<file path="src/rtl/ids_window_ctrl.sv">
// ids_window_ctrl: closes a detection window every WINSIZE frames, starts the chi-squared evaluation, watchdogs it and debounces the alarm
//   clk         rising-edge clock
//   rst         asynchronous active-low reset
//   frame_rdy   one pulse per received CAN frame
//   clear_err   clears the sticky error flags (a same-cycle set wins)
//   chi_vld     chi_in holds a valid result (honoured only while waiting)
//   chi_in      chi-squared statistic, unsigned
//   eval_start  one-cycle request to evaluate the just-closed window
//   is_attacked debounced alarm
//   overrun_err sticky: window closed while an evaluation was outstanding
//   timeout_err sticky: no result before the watchdog expired
//   win_count   accepted results, wraps at 2^16
module ids_window_ctrl #(
  parameter int          WINSIZE   = 200,
  parameter int unsigned THRESHOLD = 'h06A9,
  parameter int          CHI_WIDTH = 32,
  parameter int          RAISE_CNT = 2,
  parameter int          CLEAR_CNT = 3,
  parameter int          TIMEOUT   = 1024
) (
  input  logic                 clk,
  input  logic                 rst,
  input  logic                 frame_rdy,
  input  logic                 clear_err,
  input  logic                 chi_vld,
  input  logic [CHI_WIDTH-1:0] chi_in,
  output logic                 eval_start,
  output logic                 is_attacked,
  output logic                 overrun_err,
  output logic                 timeout_err,
  output logic [15:0]          win_count
);
  localparam int FW = $clog2(WINSIZE);
  localparam int TW = $clog2(TIMEOUT);
  localparam int HW = $clog2(RAISE_CNT + 1);
  localparam int CW = $clog2(CLEAR_CNT + 1);
  typedef enum logic [1:0] {FILL, START, WAIT} state_t;
  state_t        state, state_nx;
  logic [FW-1:0] frame_cnt;
  logic [TW-1:0] timer;
  logic [HW-1:0] hit_cnt, hit_nx;
  logic [CW-1:0] clr_cnt, clr_nx;
  logic          boundary, accept, expire, over;
  assign boundary   = frame_rdy && frame_cnt == FW'(WINSIZE - 1);
  assign accept     = state == WAIT && chi_vld;
  // expiry fires on the edge that would move the timer to TIMEOUT-1, giving TIMEOUT-1 waiting cycles
  assign expire     = state == WAIT && !chi_vld && timer == TW'(TIMEOUT - 2);
  assign over       = chi_in >= CHI_WIDTH'(THRESHOLD);
  assign eval_start = state == START;
  always_comb begin
    state_nx = (state == FILL && boundary) ? START :
               (state == START)            ? WAIT  :
               (accept || expire)          ? FILL  : state;
    hit_nx   = over ? (hit_cnt == HW'(RAISE_CNT) ? hit_cnt : hit_cnt + 1'b1) : '0;
    clr_nx   = over ? '0 : (clr_cnt == CW'(CLEAR_CNT) ? clr_cnt : clr_cnt + 1'b1);
  end
  always_ff @(posedge clk or negedge rst) begin
    if (!rst) begin
      state       <= FILL;
      frame_cnt   <= '0;
      timer       <= '0;
      hit_cnt     <= '0;
      clr_cnt     <= '0;
      is_attacked <= 1'b0;
      overrun_err <= 1'b0;
      timeout_err <= 1'b0;
      win_count   <= '0;
    end else begin
      state       <= state_nx;
      if (frame_rdy) frame_cnt <= boundary ? '0 : frame_cnt + 1'b1;
      timer       <= state == START ? '0 : state == WAIT ? timer + 1'b1 : timer;
      overrun_err <= (overrun_err & ~clear_err) | (boundary & (state != FILL));
      timeout_err <= (timeout_err & ~clear_err) | expire;
      if (accept) begin
        hit_cnt   <= hit_nx;
        clr_cnt   <= clr_nx;
        win_count <= win_count + 1'b1;
        if (over && hit_nx >= HW'(RAISE_CNT)) is_attacked <= 1'b1;
        else if (!over && clr_nx >= CW'(CLEAR_CNT)) is_attacked <= 1'b0;
      end
    end
  end
endmodule

</file>
<file path="config.mk">
export PLATFORM = sky130hd
export DESIGN_NAME = ids_window_ctrl
export DESIGN_NICKNAME = d
export VERILOG_FILES = /design/src/rtl/ids_window_ctrl.sv
export SDC_FILE = /design/constraint.sdc
export NUM_CORES = 1
export LEC_CHECK = 0
export CAP_MARGIN = 10
export CORE_UTILIZATION = 35
export DETAILED_ROUTE_END_ITERATION = 8
export DONT_BUFFER_PORTS = 1
export SETUP_SLACK_MARGIN = 0.4
export SLEW_MARGIN = 20
export SYNTH_ARGS = -nofsm -noshare
export SYNTH_HDL_FRONTEND = slang
export SYNTH_SLANG_ARGS = --single-unit
export TNS_END_PERCENT = 30
</file>
<file path="constraint.sdc">
create_clock -name clk -period 1.8 [get_ports clk]
set_input_delay 0.27 -clock clk [delete_from_list [all_inputs] [get_ports clk]]
set_output_delay 0.27 -clock clk [all_outputs]
set_load 0.05 [all_outputs]
</file>
**Word-level counts from Yosys, hierarchy flattened**

Cells that the tools add are included.

- Input bits: 37
- Output and inout port bits: 20
- Word-level logic and storage cells: 57
- Register bits: 43

- Reduce and logical (&&, ||, !) cells: 16
- Equality and inequality tests: 6
- Add/subtract/negate cells: 5
- Muxes and demuxes: 12
- Magnitude comparators: 3
- Bitwise logic cells: 6

Operators with widths:

| cell | number |
|---|---|
| greater-or-equal comparator 32 x 11 -> 1 bit, second input constant | 1 |
| two-way mux 10 bit | 2 |
| adder 16 x 1 -> 16 bit, second input constant | 1 |
| two-way mux 2 bit | 7 |
| adder 10 x 1 -> 10 bit, second input constant | 1 |
| == test 10 bit, second input constant | 1 |
| adder 8 x 1 -> 8 bit, second input constant | 1 |
| == test 8 bit, second input constant | 1 |
| two-way mux 8 bit | 1 |
| logical AND 1 bit | 7 |
| == test 2 bit, second input constant | 3 |
| nonzero test 2 bit | 3 |
| adder 2 x 1 -> 2 bit, second input constant | 2 |
| greater-or-equal comparator 2 bit, second input constant | 2 |
| AND 1 bit | 3 |
| nonzero test 3 bit | 1 |
| == test 2 x 1 -> 1 bit, second input constant | 1 |
| zero test 1 bit | 2 |
| zero test 2 bit | 1 |
| two-way mux 1 bit | 2 |
| bitwise OR 1 bit | 2 |
| AND reduction 2 bit | 1 |
| logical OR 1 bit | 1 |
| NOT 1 bit | 1 |

**Longest topological paths before layout**

- Word-level depth: 7
- Gate-level depth with buffers: 7
- Mapped depth without buffers: 6

**Worst setup path before layout**

Ideal clock, no wire load.

- Kind: register -> register
- Start: register win_count[2]
- End: register win_count[11]
- Arrival: 1.746 ns
- Setup time: 0.082 ns
- Stages on the path, launching flop included: 5
- Required time: 1.718 ns
- Setup slack: -0.028 ns
- Period minus slack after synthesis: 1.828 ns
- Path through: dfrtp_1 nand3_1 nor4_1 and3_1 xor2_1

- Longest elaborated chain between the ends: 1

RTL lines:

| item | RTL line | source |
|---|---|---|
| start: declaration | 31 | `output logic [15:0] win_count` |
| start signal: assignment | 77 | `win_count <= win_count + 1'b1;` |
| adder 16 x 1 -> 16 bit | 77 |  |

No other way between the ends.
A chain may end at the register's enable or synchronous reset.

**Final worst setup path**

- Start: input port chi_in[12]
- End: register hit_cnt[1]

- Longest elaborated chain between the ends: 2

RTL lines:

| item | RTL line | source |
|---|---|---|
| start: declaration | 26 | `input logic [CHI_WIDTH-1:0] chi_in,` |
| greater-or-equal comparator 32 x 11 -> 1 bit | 48 | `assign over = chi_in >= CHI_WIDTH'(THRESHOLD);` |
| two-way mux 2 bit | 54 | `hit_nx = over ? (hit_cnt == HW'(RAISE_CNT) ? hit_cnt : hit_cnt + 1'b1) : '0;` |
| end signal: assignment | 75 | `hit_cnt <= hit_nx;` |
| end: declaration | 41 | `logic [HW-1:0] hit_cnt, hit_nx;` |

No other way between the ends.

==> key figures <==
Run status
  – Outcome: complete, no violations

Layout
  – Final Non-Filler Cells: between 300 and 400
  – Final core utilization: between 40 and 50%
  – Commonest non-fill, non-tap cells in the layout: dfrtp_1 (32), nand2_1 (22), buf_4 (21)
  – Ratio of cells with drive above 1 in the final layout: around 28%
  – Final-stage net count: approximately 280
  – Final std cell area, no fill: between 2000 and 3000 um2
  – Inserted Diodes: 0
  – Area Overhead vs Synth: 23.7%
  – Fill cells: 544
  – Most common cell after layout, fill and taps aside: dfrtp_1

Critical path
  – CP max stage cell: or4_4
  – CP dominant cell by count: or4_4
  – Critical path capture point type: register
  – Worst EP required: approximately 2 ns
  – Max incr delay on CP: around 0.53 ns
  – Crit start category: input port
  – CP Max Fanout: 5
  – WP data arrival: roughly 1.7 ns
  – Critical path cell sequence: or4_4 > or4_4 > nor4_4 > buf_4 > o22ai_1
  – Setup CP Type: in -> reg

Timing
  – Endpoints failing hold: 0
  – Fin crit share: 85.2%
  – Pins over their slew limit: 0
  – Setup-failing EPs final: 0
  – Worst slew pin tran: between 0.5 and 0.6 ns
  – RSZ-0062 raised after global routing: yes
  – Setup TNS: 0 ns
  – Fin worst setup slack: between 0.2 and 0.3 ns
  – Hold slack final: 0.0784 ns
  – Slew Limit Headroom: 65.6%
  – Fmax: 652 MHz
  – Worst clock skew: ~0.011 ns
  – Minimum clock period after layout: between 1.5 and 2 ns

Floorplanning
  – Core Rows: 28
  – Die Span Y: around 80 um
  – CORE AREA: 5890 um2
  – DIE WIDTH: roughly 80 um
  – Die area: between 6000 and 7000 um2
  – Initial core utilization: a little over a third
  – Num ports: 57

Yosys
  – Syn nets: around 250
  – Cell area after synthesis: roughly 2100 um2
  – Post-synth top flop: dfrtp_1
  – Register area share after synthesis: about half
  – Ys Warns: 0
  – Register bit total from synthesis: 43
  – Top cells by area, synth: dfrtp_1 (50%), xnor2_1 (6.6%), ha_1 (4.7%)
  – Library cell with the largest summed area after synthesis: dfrtp_1
  – Post-synth ARST share: 100%
  – Syn_area_per_cell: ~10 um2
  – Post-synth EDFFs: 0
  – Yosys cell types: 35
  – Top cell type's share of synthesized area: 50.4%
  – Mapped Cells: slightly above 200

Placed design
  – HPWL Detailed: 2840 um
  – Pre-CTS setup slack: -0.0320 ns
  – I/O Buffers: 0
  – Placed insts: between 200 and 300
  – Post-Place Cell Area: approximately 2400 um2
  – Gpl congestion: ~0.75

Run
  – Maxcap violations: 0

GRT
  – Largest net degree at the start of global routing: 44
  – Vias in the first global route: 1572
  – Total Routing Usage GR: between 10% and 20%
  – Initial antenna violation count: 0
  – Total gr overflow: 0
  – Global-route wire length before repair: a little under 7000 um

Route
  – Routed WL: 4000 um
  – Vias: about 1600
  – DRT Pass-1 Iters: 4
  – DR WL/cell: about 13 um
  – DRT iter0 DRCs: 35
  – Antenna-violating nets left: 0
  – Vias/cell: just over 5
  – DRC: 0

Power and ir drop
  – PwrDens: approximately 1200 nW/um2
  – Total power draw: 3.11 mW
  – Leak pwr: roughly 1.2 nW
  – VDD IR max: 0.443 mV

Clock network
  – Number of buffers created by CTS: 5
  – Number of H-tree levels: 2
  – Clock-pin slew of the registers on the worst-case setup and hold paths: ~0.080 ns
  – Max clock buf depth: 2
  – Insertion delay to the later sink of the worst-skew pair: a little under 0.3 ns
  – CTS root buf: clkbuf_8
  – Clk sinks: 43
  – CTS tree: built

Hold path
  – Hold crit path type: in -> reg
-- cell families (layout without fill, tap and decap cells) --
family / Yosys count / after routing / synth area share, %
simple gates: 78 / 78 / 19.9
flops: 43 / 43 / 50.4
compound gates: 29 / 29 / 9.79
xor+xnor: 26 / 26 / 10.7
buf+inv: 17 / 45 / 2.99
fa+ha+maj: 8 / 8 / 4.69
mux: 3 / 3 / 1.52
-- cell type report --
| type | instances | area, um2 | share of cell area, % |
|---|---|---|---|
| multi-input combinational | 144 | 1110 | 41.9 |
| sequential | 43 | 1090 | 41.3 |
| timing repair buffer | 25 | 214 | 8.10 |
| tap | 75 | 93.8 | 3.55 |
| clock buffer | 7 | 86.3 | 3.27 |
| inverter | 12 | 45.0 | 1.71 |
| clock inverter | 1 | 5.00 | 0.189 |
-- power breakdown --
group / leakage [nW] / internal, mW / switching, mW
Combinational: 0.555 / 0.453 / 0.577
Sequential: 0.549 / 1.19 / 0.262
Clock: 0.0482 / 0.310 / 0.320
-- timing repair --
item / CTS / global route
endpoints found under the setup margin: 24 / 30
hold buffers: 2 / 0
pin swaps: 13 / 8
hold endpoints to repair: 43 / 0
setup buffers: 6 / 1
gates resized for setup: 10 / 7
-- sequential cells by signal, indices dropped and copies added (netlist names) --
signal and flops:
state 2, timeout_err 1, timer 10, hit_cnt 2
frame_cnt 8, clr_cnt 2, win_count 16, is_attacked 1
overrun_err 1
-- cell usage after synthesis (2+ instances only) --
master	instances
nand2_1	23
a22o_1	2
and4_1	2
clkbuf_1	5
nor2_1	10
mux2_2	2
o21ai_0	6
o22ai_1	3
dfrtp_1	43
nand4_1	7
ha_1	8
inv_1	12
and3_1	8
xor2_1	10
o31ai_1	3
nand2b_1	3
nor3_1	5
nor4_1	4
or4_4	2
nand3_1	8
xnor2_1	16
a21oi_1	9
-- path summary, 6_finish.rpt --
path,start,end,slack (ns),depth (start not counted)
hold reg to reg,frame_cnt[2],frame_cnt[2],0.50,1
setup reg to reg,state[0],win_count[11],0.30,6
max in group asynchronous,rst,win_count[1],1.13,2
min in group asynchronous,rst,win_count[14],0.45,2
setup / recovery,chi_in[12],hit_cnt[1],0.27,5
hold / removal,clear_err,overrun_err,0.08,1
-- worst max-delay path: cells and delay by family --
kind            cells  cell delay (ns)
compound gates      1             0.07
buf+inv             1             0.18
simple gates        3             1.18
-- layer usage --
metal / vias to the layer above / routed length (um) / global-route usage, %
met3: 2 / 206 / 4.20
li1: 767 / - / -
met4: 0 / 38 / 4.29
met5: - / 0 / 0
met2: 47 / 1950 / 24.6
met1: 736 / 1800 / 15.6
No activity file was read; power rests on OpenSTA's default activity.
